<file path="config.mk">
export PLATFORM = sky130hd
export DESIGN_NAME = player_motion_flat
export DESIGN_NICKNAME = d
export VERILOG_FILES = /design/src/rtl/player_motion_pkg.sv /design/src/rtl/player_motion_if.sv /design/src/rtl/player_motion_x_mover.sv /design/src/rtl/player_motion.sv /design/src/flat_wrapper.sv
export SDC_FILE = /design/constraint.sdc
export NUM_CORES = 1
export LEC_CHECK = 0
export CAP_MARGIN = 15
export CORE_MARGIN = 2
export CORE_UTILIZATION = 40
export DETAILED_ROUTE_END_ITERATION = 6
export GPL_TIMING_DRIVEN = 0
export PLACE_DENSITY_LB_ADDON = 0.15
export SLEW_MARGIN = 5
export SYNTH_ARGS = -nofsm -noshare
export SYNTH_HDL_FRONTEND = slang
export SYNTH_SLANG_ARGS = --single-unit
</file>
<file path="constraint.sdc">
create_clock -name sim_clk -period 4 [get_ports sim_clk]
set_clock_uncertainty 0.2 [all_clocks]
set_input_delay 0.8 -clock sim_clk [delete_from_list [all_inputs] [get_ports sim_clk]]
set_output_delay 0.8 -clock sim_clk [all_outputs]
set_load 0.02 [all_outputs]
</file>
<file path="src/rtl/player_motion_pkg.sv">
// Shared definitions for the player motion stage: phase encoding, packed
// player-state layout and the default playfield constants.
package player_pkg;

    typedef enum logic [1:0] {
        PH_LOAD     = 2'd0,
        PH_GROUNDED = 2'd1,
        PH_RISING   = 2'd2,
        PH_FALLING  = 2'd3
    } phase_e;

    localparam int POS_W = 10;
    localparam int SPD_W = 5;

    // Field order matches the 32-bit packing: {xPos,yPos,xSpeed,ySpeed,xDir,yDir}.
    // xdir 1 = moving right, ydir 1 = moving up.
    typedef struct packed {
        logic [POS_W-1:0] x;
        logic [POS_W-1:0] y;
        logic [SPD_W-1:0] xs;
        logic [SPD_W-1:0] ys;
        logic             xdir;
        logic             ydir;
    } pstate_t;

    localparam int LEFT_BOUND_DEF  = 144;
    localparam int RIGHT_BOUND_DEF = 784;
    localparam int TOP_BOUND_DEF   = 35;
    localparam int FLOOR_Y_DEF     = 450;
    localparam int SPRITE_W_DEF    = 32;
    localparam int JUMP_SPEED_DEF  = 12;
    localparam int MAX_FALL_DEF    = 10;

endpackage

</file>
<file path="src/rtl/player_motion_if.sv">
// Control/state bundle between the game controller (master) and the
// player motion stage (slave).
interface player_motion_if;

    logic        tick;
    logic        restart;
    logic [31:0] init_state;
    logic        jump_btn;
    logic [31:0] player_state;
    logic        grounded;
    logic [1:0]  phase;

    modport master (
        output tick, restart, init_state, jump_btn,
        input  player_state, grounded, phase
    );

    modport slave (
        input  tick, restart, init_state, jump_btn,
        output player_state, grounded, phase
    );

endinterface

</file>
<file path="src/rtl/player_motion_x_mover.sv">
// Horizontal auto-walk step: advance x by xSpeed in the current direction,
// clamp at the walls and bounce. Purely combinational.
module player_x_mover
    import player_pkg::*;
#(
    parameter int LEFT_BOUND  = LEFT_BOUND_DEF,
    parameter int RIGHT_BOUND = RIGHT_BOUND_DEF,
    parameter int SPRITE_W    = SPRITE_W_DEF
) (
    input  logic [POS_W-1:0] x_i,
    input  logic [SPD_W-1:0] xs_i,
    input  logic             xdir_i,
    output logic [POS_W-1:0] x_o,
    output logic             xdir_o
);

    localparam logic [10:0] X_MAX = 11'(RIGHT_BOUND - SPRITE_W);
    localparam logic [10:0] X_MIN = 11'(LEFT_BOUND);

    logic [10:0] x_sum;
    logic [10:0] x_diff;

    // One-bit-wider sum/difference so overflow and underflow are visible.
    always_comb begin
        x_sum  = {1'b0, x_i} + {6'b0, xs_i};
        x_diff = {1'b0, x_i} - {6'b0, xs_i};
        x_o    = x_i;
        xdir_o = xdir_i;
        if (xdir_i) begin
            if (x_sum >= X_MAX) begin
                x_o    = X_MAX[9:0];
                xdir_o = 1'b0;
            end else begin
                x_o = x_sum[9:0];
            end
        end else begin
            if (x_diff[10] || (x_diff <= X_MIN)) begin
                x_o    = X_MIN[9:0];
                xdir_o = 1'b1;
            end else begin
                x_o = x_diff[9:0];
            end
        end
    end

endmodule

</file>
<file path="src/rtl/player_motion.sv">
// Per-frame player physics: loads the initial state, then on each tick moves
// the player horizontally (wall bounce) and vertically (jump/gravity/floor/
// ceiling). Optional feature macro: DOUBLE_JUMP_EN (one extra jump per
// airtime; when undefined an airborne jump request is held until landing).
//
//   state       | meaning
//   ------------+-------------------------------------------------
//   PH_LOAD     | copy init_state on the next clock, pick landing phase
//   PH_GROUNDED | on the floor, a pending jump request launches
//   PH_RISING   | moving up, speed decays by 1 per tick
//   PH_FALLING  | moving down, speed grows to MAX_FALL, lands on floor
module player_motion
    import player_pkg::*;
#(
    parameter int LEFT_BOUND  = LEFT_BOUND_DEF,
    parameter int RIGHT_BOUND = RIGHT_BOUND_DEF,
    parameter int TOP_BOUND   = TOP_BOUND_DEF,
    parameter int FLOOR_Y     = FLOOR_Y_DEF,
    parameter int SPRITE_W    = SPRITE_W_DEF,
    parameter int JUMP_SPEED  = JUMP_SPEED_DEF,
    parameter int MAX_FALL    = MAX_FALL_DEF
) (
    input  logic           sim_clk,
    input  logic           reset,
    player_motion_if.slave bus
);

    localparam logic [9:0]  FLOOR_Q = 10'(FLOOR_Y);
    localparam logic [10:0] FLOOR_W = 11'(FLOOR_Y);
    localparam logic [9:0]  TOP_Q   = 10'(TOP_BOUND);
    localparam logic [10:0] TOP_W   = 11'(TOP_BOUND);
    localparam logic [9:0]  JUMP_Q  = 10'(JUMP_SPEED);
    localparam logic [4:0]  JUMP_YS = 5'(JUMP_SPEED - 1);
    localparam logic [4:0]  MAXF_Q  = 5'(MAX_FALL);

    pstate_t     st_q;
    pstate_t     ld_state;
    phase_e      phase_q;
    phase_e      phase_d;
    logic        btn_q;
    logic        jump_req_q;
    logic        jump_req_d;
    logic        btn_rise;
    logic        req;
    logic        load_grounded;
    logic [9:0]  x_next;
    logic        xdir_next;
    logic [9:0]  y_d;
    logic [4:0]  ys_d;
    logic        ydir_d;
    logic [10:0] y_up;
    logic [10:0] y_dn;
    logic        take_jump;
    logic        air_jump;
    logic        go_fall;
    logic        go_land;
`ifdef DOUBLE_JUMP_EN
    logic        air_used_q;
    logic        air_used_d;
`endif

    assign btn_rise = bus.jump_btn & ~btn_q;
    // A rising edge coincident with a tick counts for that same tick.
    assign req      = jump_req_q | btn_rise;
    assign y_up     = {1'b0, st_q.y} - {6'b0, st_q.ys};
    assign y_dn     = {1'b0, st_q.y} + {6'b0, st_q.ys};

    player_x_mover #(
        .LEFT_BOUND  (LEFT_BOUND),
        .RIGHT_BOUND (RIGHT_BOUND),
        .SPRITE_W    (SPRITE_W)
    ) u_x_mover (
        .x_i    (st_q.x),
        .xs_i   (st_q.xs),
        .xdir_i (st_q.xdir),
        .x_o    (x_next),
        .xdir_o (xdir_next)
    );

    // Initial state as loaded: a spawn at or below the floor snaps onto it.
    always_comb begin
        ld_state      = pstate_t'(bus.init_state);
        load_grounded = 1'b0;
        if (ld_state.y >= FLOOR_Q) begin
            ld_state.y    = FLOOR_Q;
            ld_state.ys   = '0;
            load_grounded = 1'b1;
        end
    end

    // Vertical step for the current phase, evaluated every cycle, applied on tick.
    always_comb begin
        y_d       = st_q.y;
        ys_d      = st_q.ys;
        ydir_d    = st_q.ydir;
        go_fall   = 1'b0;
        go_land   = 1'b0;
        air_jump  = 1'b0;
`ifdef DOUBLE_JUMP_EN
        air_jump  = req & ~air_used_q &
                    ((phase_q == PH_RISING) | (phase_q == PH_FALLING));
`endif
        take_jump = air_jump | ((phase_q == PH_GROUNDED) & req);
        if (take_jump) begin
            y_d    = st_q.y - JUMP_Q;
            ys_d   = JUMP_YS;
            ydir_d = 1'b1;
        end else begin
            case (phase_q)
                PH_RISING: begin
                    if (y_up[10] || (y_up < TOP_W)) begin
                        y_d     = TOP_Q;
                        ys_d    = '0;
                        ydir_d  = 1'b0;
                        go_fall = 1'b1;
                    end else begin
                        y_d  = y_up[9:0];
                        ys_d = (st_q.ys == 5'd0) ? 5'd0 : st_q.ys - 5'd1;
                        if (ys_d == 5'd0) begin
                            ydir_d  = 1'b0;
                            go_fall = 1'b1;
                        end
                    end
                end
                PH_FALLING: begin
                    if (y_dn >= FLOOR_W) begin
                        y_d     = FLOOR_Q;
                        ys_d    = '0;
                        go_land = 1'b1;
                    end else begin
                        y_d  = y_dn[9:0];
                        ys_d = (st_q.ys >= MAXF_Q) ? MAXF_Q : st_q.ys + 5'd1;
                    end
                end
                default: ;
            endcase
        end
    end

    // Phase register.
    always_ff @(posedge sim_clk or posedge reset) begin
        if (reset) begin
            phase_q <= PH_LOAD;
        end else begin
            phase_q <= phase_d;
        end
    end

    // Next phase: restart wins, LOAD always resolves in one clock, motion on tick.
    always_comb begin
        phase_d = phase_q;
        if (bus.restart) begin
            phase_d = PH_LOAD;
        end else if (phase_q == PH_LOAD) begin
            phase_d = load_grounded ? PH_GROUNDED : PH_FALLING;
        end else if (bus.tick) begin
            if (take_jump) begin
                phase_d = PH_RISING;
            end else if (go_fall) begin
                phase_d = PH_FALLING;
            end else if (go_land) begin
                phase_d = PH_GROUNDED;
            end
        end
    end

    // Jump request bookkeeping: cleared on (re)load or when a tick consumes it.
    always_comb begin
        jump_req_d = req;
        if (bus.restart || (phase_q == PH_LOAD)) begin
            jump_req_d = 1'b0;
        end else if (bus.tick && take_jump) begin
            jump_req_d = 1'b0;
        end
    end

`ifdef DOUBLE_JUMP_EN
    // Air-jump allowance: used by an airborne jump, restored on landing or load.
    always_comb begin
        air_used_d = air_used_q;
        if (bus.restart || (phase_q == PH_LOAD)) begin
            air_used_d = 1'b0;
        end else if (bus.tick && air_jump) begin
            air_used_d = 1'b1;
        end else if (bus.tick && go_land) begin
            air_used_d = 1'b0;
        end
    end

    // Air-jump allowance register.
    always_ff @(posedge sim_clk or posedge reset) begin
        if (reset) begin
            air_used_q <= 1'b0;
        end else begin
            air_used_q <= air_used_d;
        end
    end
`endif

    // Player state, button history and pending jump registers.
    always_ff @(posedge sim_clk or posedge reset) begin
        if (reset) begin
            st_q       <= '0;
            btn_q      <= 1'b0;
            jump_req_q <= 1'b0;
        end else begin
            btn_q      <= bus.jump_btn;
            jump_req_q <= jump_req_d;
            if (!bus.restart) begin
                if (phase_q == PH_LOAD) begin
                    st_q <= ld_state;
                end else if (bus.tick) begin
                    st_q <= '{x: x_next, y: y_d, xs: st_q.xs, ys: ys_d,
                              xdir: xdir_next, ydir: ydir_d};
                end
            end
        end
    end

    // Outputs are straight from registers, so reset is visible immediately.
    always_comb begin
        bus.player_state = st_q;
        bus.grounded     = (phase_q == PH_GROUNDED);
        bus.phase        = phase_q;
    end

endmodule

</file>
<file path="src/flat_wrapper.sv">
// flat-port wrapper written by rule: the top's interface ports become plain ports
module player_motion_flat import player_pkg::*;
#(
    parameter int LEFT_BOUND  = LEFT_BOUND_DEF,
    parameter int RIGHT_BOUND = RIGHT_BOUND_DEF,
    parameter int TOP_BOUND   = TOP_BOUND_DEF,
    parameter int FLOOR_Y     = FLOOR_Y_DEF,
    parameter int SPRITE_W    = SPRITE_W_DEF,
    parameter int JUMP_SPEED  = JUMP_SPEED_DEF,
    parameter int MAX_FALL    = MAX_FALL_DEF
)
  (sim_clk, reset, bus_tick, bus_restart, bus_init_state, bus_jump_btn, bus_player_state, bus_grounded, bus_phase);
  player_motion_if bus_i ();
  input  logic sim_clk;
  input  logic reset;
  input wire logic [$bits(bus_i.tick)-1:0] bus_tick;
  input wire logic [$bits(bus_i.restart)-1:0] bus_restart;
  input wire logic [$bits(bus_i.init_state)-1:0] bus_init_state;
  input wire logic [$bits(bus_i.jump_btn)-1:0] bus_jump_btn;
  output wire logic [$bits(bus_i.player_state)-1:0] bus_player_state;
  output wire logic [$bits(bus_i.grounded)-1:0] bus_grounded;
  output wire logic [$bits(bus_i.phase)-1:0] bus_phase;
  assign bus_i.tick = bus_tick;
  assign bus_i.restart = bus_restart;
  assign bus_i.init_state = bus_init_state;
  assign bus_i.jump_btn = bus_jump_btn;
  assign bus_player_state = bus_i.player_state;
  assign bus_grounded = bus_i.grounded;
  assign bus_phase = bus_i.phase;
  player_motion #(.LEFT_BOUND(LEFT_BOUND), .RIGHT_BOUND(RIGHT_BOUND), .TOP_BOUND(TOP_BOUND), .FLOOR_Y(FLOOR_Y), .SPRITE_W(SPRITE_W), .JUMP_SPEED(JUMP_SPEED), .MAX_FALL(MAX_FALL)) u_core (.sim_clk(sim_clk), .reset(reset), .bus(bus_i));
endmodule
</file>
# Yosys cells after proc, flatten, opt, wreduce, memory -nomap -nowiden
# Cells that the tools add are included.
# word_totals
regBits	36
latchBits	0
ram_bits	0
mem_bits_ro	0
input_bits	37
out_inout_bits	35
word_cells	89
memories	0
# classes
n_addsub	7
multipliers	0
div_mod_pow	0
magnitude_cmp	6
eq_ne	3
n_shift	0
muxes	41
bitwise_logic	5
reduce_logical	18
# ops
operator	count
two-way mux 10 bit	7
two-way mux 32 bit	2
two-way mux 5 bit	6
adder 10 x 5 -> 11 bit	2
subtractor 10 x 5 -> 11 bit	2
case mux 10 bit (2 select lines)	1
two-way mux 1 bit	17
two-way mux 2 bit	7
>= comparator 11 x 10 -> 1 bit (second input constant)	1
>= comparator 11 x 9 -> 1 bit (second input constant)	1
<= comparator 11 x 8 -> 1 bit (second input constant)	1
less-than comparator 11 x 6 -> 1 bit (second input constant)	1
>= comparator 10 x 9 -> 1 bit (second input constant)	1
logical NOT 5 bit	2
case mux 5 bit (2 select lines)	1
subtractor 10 x 4 -> 10 bit (second input constant)	1
nonzero test 4 bit	2
AND reduction 2 bit	3
nonzero test 3 bit	2
adder 5 x 1 -> 5 bit (second input constant)	1
>= comparator 5 x 4 -> 1 bit (second input constant)	1
nonzero test 5 bit	1
subtractor 5 x 1 -> 5 bit (second input constant)	1
== test 2 bit (second input constant)	2
other kinds (10)	14

# Longest topological paths before layout
# Gate-level depths: netlist (run 1).
# depth
depth_word	12
ltp_mapped	12
mapped_depth_nobuf	12

# Hierarchy
# A second synthesis (run 1) with hierarchy kept.
# unflattened
hier_cells	510
hier_area_um2	4017.6
# modules_own_cells
module	instances	cells_per_inst	area_per_inst_um2	seq_area_each_um2
player_motion	1	360	2979.1	900.9
player_x_mover	1	150	1038.5	0.0

# Worst setup path after synthesis (run 1)
# No wires, ideal clock.
# synth_path
path_type	register -> register
from	reg u_core.st_q (netlist bit u_core.bus.player_state[2])
to	reg u_core.st_q (netlist bit u_core.bus.player_state[15])
setup_time_ns	0.082
arrival_time_ns	2.936
required_ns	3.718
path_slack_ns	0.782
path_stages_with_launch	11
path_buffers	0
period_less_slack_ns	3.218
path_cell_list	dfrtp_1 > ha_1 > inv_1 > fa_1 > a211oi_2 > nor2_2 > xnor2_1 > a32o_1 > a31oi_2 > or4b_1 > a31oi_1
# synth_between
elab_chain_cells	8
elab_cells_between_ends	11
cone_classes	2 x add/sub; 2 x order compare; 6 x mux; 1 x reduce/logical
# synth_rtl
element	line	source
start, declared	player_motion.sv:36	pstate_t st_q;
start signal, assigned	player_motion.sv:211	st_q <= ld_state;
start signal, assigned	player_motion.sv:213	st_q <= '{x: x_next, y: y_d, xs: st_q.xs, ys: ys_d,
subtractor 10 x 5 -> 11 bit	player_motion.sv:65	assign y_up = {1'b0, st_q.y} - {6'b0, st_q.ys};
less-than comparator 11 x 6 -> 1 bit	player_motion.sv:111	if (y_up[10] || (y_up < TOP_W)) begin
logical OR 1 bit	player_motion.sv:111	
two-way mux 10 bit	player_motion.sv:111	
case mux 10 bit (2 select lines) (*)	player_motion.sv:109	case (phase_q)
two-way mux 10 bit (*)	player_motion.sv:104	if (take_jump) begin
two-way mux 32 bit (*)	player_motion.sv:212	end else if (bus.tick) begin
two-way mux 32 bit (*)	player_motion.sv:210	if (phase_q == PH_LOAD) begin
# Mark *: on every way between the ends. The rest lies on a longest branch, timed or not. The select of a mux whose other input is x is not followed.
# A chain may end at the register's enable or synchronous reset.

# Final worst setup path (run 1)
# layout_path
from	reg u_core.st_q (netlist bit u_core.bus.player_state[4])
to	reg u_core.st_q (netlist bit u_core.bus.player_state[15])
# Same word-level chain as after synthesis.

==> results.ini, run 1 <==
[cells_and_area]
syn2layout_area_growth_pct = 24.2
seqCellArea_um2 = 901
multi_input_area_um2 = 2930
num_antenna_cells = 0
fin_nets = 671
final_common_cell = clkdlybuf4s50_1
mostFrequentLayoutCells = 71 x clkdlybuf4s50_1, 48 x nor2_1, 43 x nand2_1
drive_above_1_share = 0.0725
design_area_um2 = 5080
fill_cells = 966

[worst_setup_path]
cpPeakStageDelay_ps = 510
worstPathMaxFanout = 10
start_kind = flop
arrival_ps = 3680
crit_slowest_cell = a31oi_2
worst_ep_required_time_ps = 4020
path_cells = clkbuf_1 -> inv_1 -> ha_1 -> buf_4 -> a211oi_2 -> nor2_2 -> xnor2_1 -> a32o_1 -> a31oi_2 -> or4b_1 -> a31oi_1
cp-end-kind = flop
path_class = flop to flop

[grt]
grtUsageTotal = 0.245
grt_start_max_net_pins = 37
antenna_found_initial = 0
overflow = 0
grt_pass1_wl_mm = 21.9
grt_pass1_vias = 4131

[die]
die_w_um = 105
rows = 36
die-area_um2 = 11100
fp.coreArea_um2 = 9860
dieHeight_um = 105
ioPinCount = 72
initial_core_util = 0.415

[yosys]
post_synth_mux_area_share = 0.00765
synthCells = 528
synth_nets = 593
synth_top_family_by_area = compound AO/OA/AOI/OAI gates
ys_seq_area_frac = 0.220
synthFlopType = dfrtp_1
synth_adder_area_share = 0.0930
yosys.area_share.simple = 0.237
async_flop_share = 1.00
synth.distinct_cells = 83
syn-cell-area_um2 = 4090
synth_enable_flop_cells = 0
yosys_warnings = 0
synth-compound-area-share = 0.331
synth.avg_cell_area_um2 = 7.75
synth_seq_cells = 36
synthXorXnorAreaFrac = 0.0471

[pwr]
p_leak_nw = 1.98
peakVddDrop_mv = 0.379
power.total_mw = 4.87
p_per_area_nw_per_um2 = 959

[placed_design]
dp_slack_ps = 435
port_buffers = 71
gp_congestion = 0.896
dp.final_hpwl_mm = 10.4
postPlaceCellArea_um2 = 4970

[run]
cap_violations = 0

[route]
remaining_drc_errors = 0
routed_wl_mm = 13.6
drt_iter0_markers = 319
drt-wirelength-per-cell_um = 18.4
viasPerCell = 6.03
drtAntennaViolNets = 0
dr.pass1.iters = 5
vias = 4462

[clocking]
cts_buffer_depth = 2
cts_tree = done
hold_buffers = 0
h-tree-depth = 2
path_clk_slew_ps = 90
cts_buffers = 5
clkLatencyLatePin_ps = 300
post_cts_resize_count = 0
root_buffer = clkbuf_8
cts_setup_buffers = 0
cts_sinks = 36

[timing]
max_freq_mhz = 273
hold_violations = 0
fin_crit_ps = 3660
finalCritPeriodShare = 0.916
slew_headroom = 0.449
fin_ws_ps = 336
rsz0062_at_grt = no
worst_slew_pin_slew_ps = 823
slew_violations = 0
final-setup-viol-count = 0
hold_ws_ps = 323
final.setup.tns_ps = 0

[worst_hold_path]
hold_path_class = flop to flop

[run_status]
status = finished clean

-- per-layer routing --
metal,vias to the layer above,share of wire,global-route usage
li1,2129,-,-
met5,-,0,0
met4,0,0.0093,0.0457
met3,12,0.069,0.0287
met2,189,0.43,0.360
met1,2132,0.49,0.382
-- cells by family (layout without fill, tap and decap cells) --
family,after synthesis,count (layout)
multiplexers,3,3
flip-flops,36,36
XOR/XNOR,22,22
AO/OA/AOI/OAI,189,189
adder cells (fa/ha/maj),28,28
AND/OR/NAND/NOR,190,190
buffers and inverters,60,139
-- worst max-delay path: cells and delay by family, from the launching register on --
kind / cells / cell delay (ps)
compound gates: 4 / 1270
xor+xnor: 1 / 130
simple gates: 2 / 590
fa+ha+maj: 1 / 330
buf+inv: 3 / 670
flops: 1 / 380
-- final cells by class --
type | instances | share of cell area
buffer | 32 | 0.0305
timing repair buffer | 71 | 0.140
multi-input combinational | 432 | 0.577
sequential | 36 | 0.177
inverter | 28 | 0.0207
tap | 133 | 0.0328
clock inverter | 3 | 0.00837
clock buffer | 5 | 0.0135
-- path summary, 6_finish.rpt --
path                                            start                          end  slack, ps  cells past startpoint
min                        u_core.bus.player_state[0]   u_core.bus.player_state[0]        320                      2
max reg2reg                u_core.bus.player_state[4]  u_core.bus.player_state[15]        340                     11
min reg2reg                u_core.bus.player_state[0]   u_core.bus.player_state[0]        320                      2
max in group asynchronous                       reset  u_core.bus.player_state[17]       2310                      2
min in group asynchronous                       reset  u_core.bus.player_state[22]        770                      2
max                        u_core.bus.player_state[4]  u_core.bus.player_state[15]        340                     11
-- synthesized netlist by cell type (5+ instances only) --
library cell   n  area share
nor2_1        48       0.044
nand2_1       43       0.039
a21oi_1       39       0.048
dfrtp_1       36        0.22
o21ai_0       33       0.040
inv_1         27       0.025
ha_1          24       0.073
clkbuf_1      18       0.017
nand3_1       18       0.022
nor3_1        15       0.018
a31oi_1       12       0.018
xnor2_1       12       0.026
nand2b_1      11       0.017
o211ai_1      11       0.020
nor2b_1       10       0.015
o2111ai_1     10       0.021
xor2_1        10       0.021
o31ai_1        8       0.015
and2_1         7       0.011
buf_2          7      0.0086
a221oi_1       6       0.013
o221ai_1       6       0.013
o22ai_1        6      0.0092
or3_1          6      0.0092
and3_1         5      0.0076
nand3b_1       5      0.0092
-- state kept, by name (all words and copies together) (netlist names) --
name / flops
u_core.jump_req_q: 1
u_core.bus.phase: 2
u_core.bus.player_state: 32
u_core.btn_q: 1
-- report_power, final --
| part | switching, mW | internal [mW] | total (mW) |
|---|---|---|---|
| combinational | 2.23 | 1.57 | 3.80 |
| clock | 0.155 | 0.185 | 0.340 |
| sequential | 0.221 | 0.518 | 0.738 |
-- per-stage QoR --
step	util	instances
finish	0.515	740
global route	0.515	740
CTS	0.515	740
detailed placement	0.504	732
global placement	0.504	732
floorplan	-	528
Note: power is estimated with default switching activity, not from simulation.
==> run 2: changes to the inputs <==
--- a/config.mk
+++ b/config.mk
@@ -5,6 +5,7 @@
 export SDC_FILE = /design/constraint.sdc
 export NUM_CORES = 1
 export LEC_CHECK = 0
+export ABC_CLOCK_PERIOD_IN_PS = 4000
 export CAP_MARGIN = 15
 export CORE_MARGIN = 2
 export CORE_UTILIZATION = 40
==> results of run 2 <==
Final layout, timing and power as in run 1 (identical DEF).
==> run 3: changes to the inputs <==
--- a/config.mk
+++ b/config.mk
@@ -9,6 +9,7 @@
 export CAP_MARGIN = 15
 export CORE_MARGIN = 2
 export CORE_UTILIZATION = 40
+export CTS_CLUSTER_SIZE = 30
 export DETAILED_ROUTE_END_ITERATION = 6
 export GPL_TIMING_DRIVEN = 0
 export PLACE_DENSITY_LB_ADDON = 0.15
==> results of run 3 <==
Final layout, timing and power as in run 1 (identical DEF).
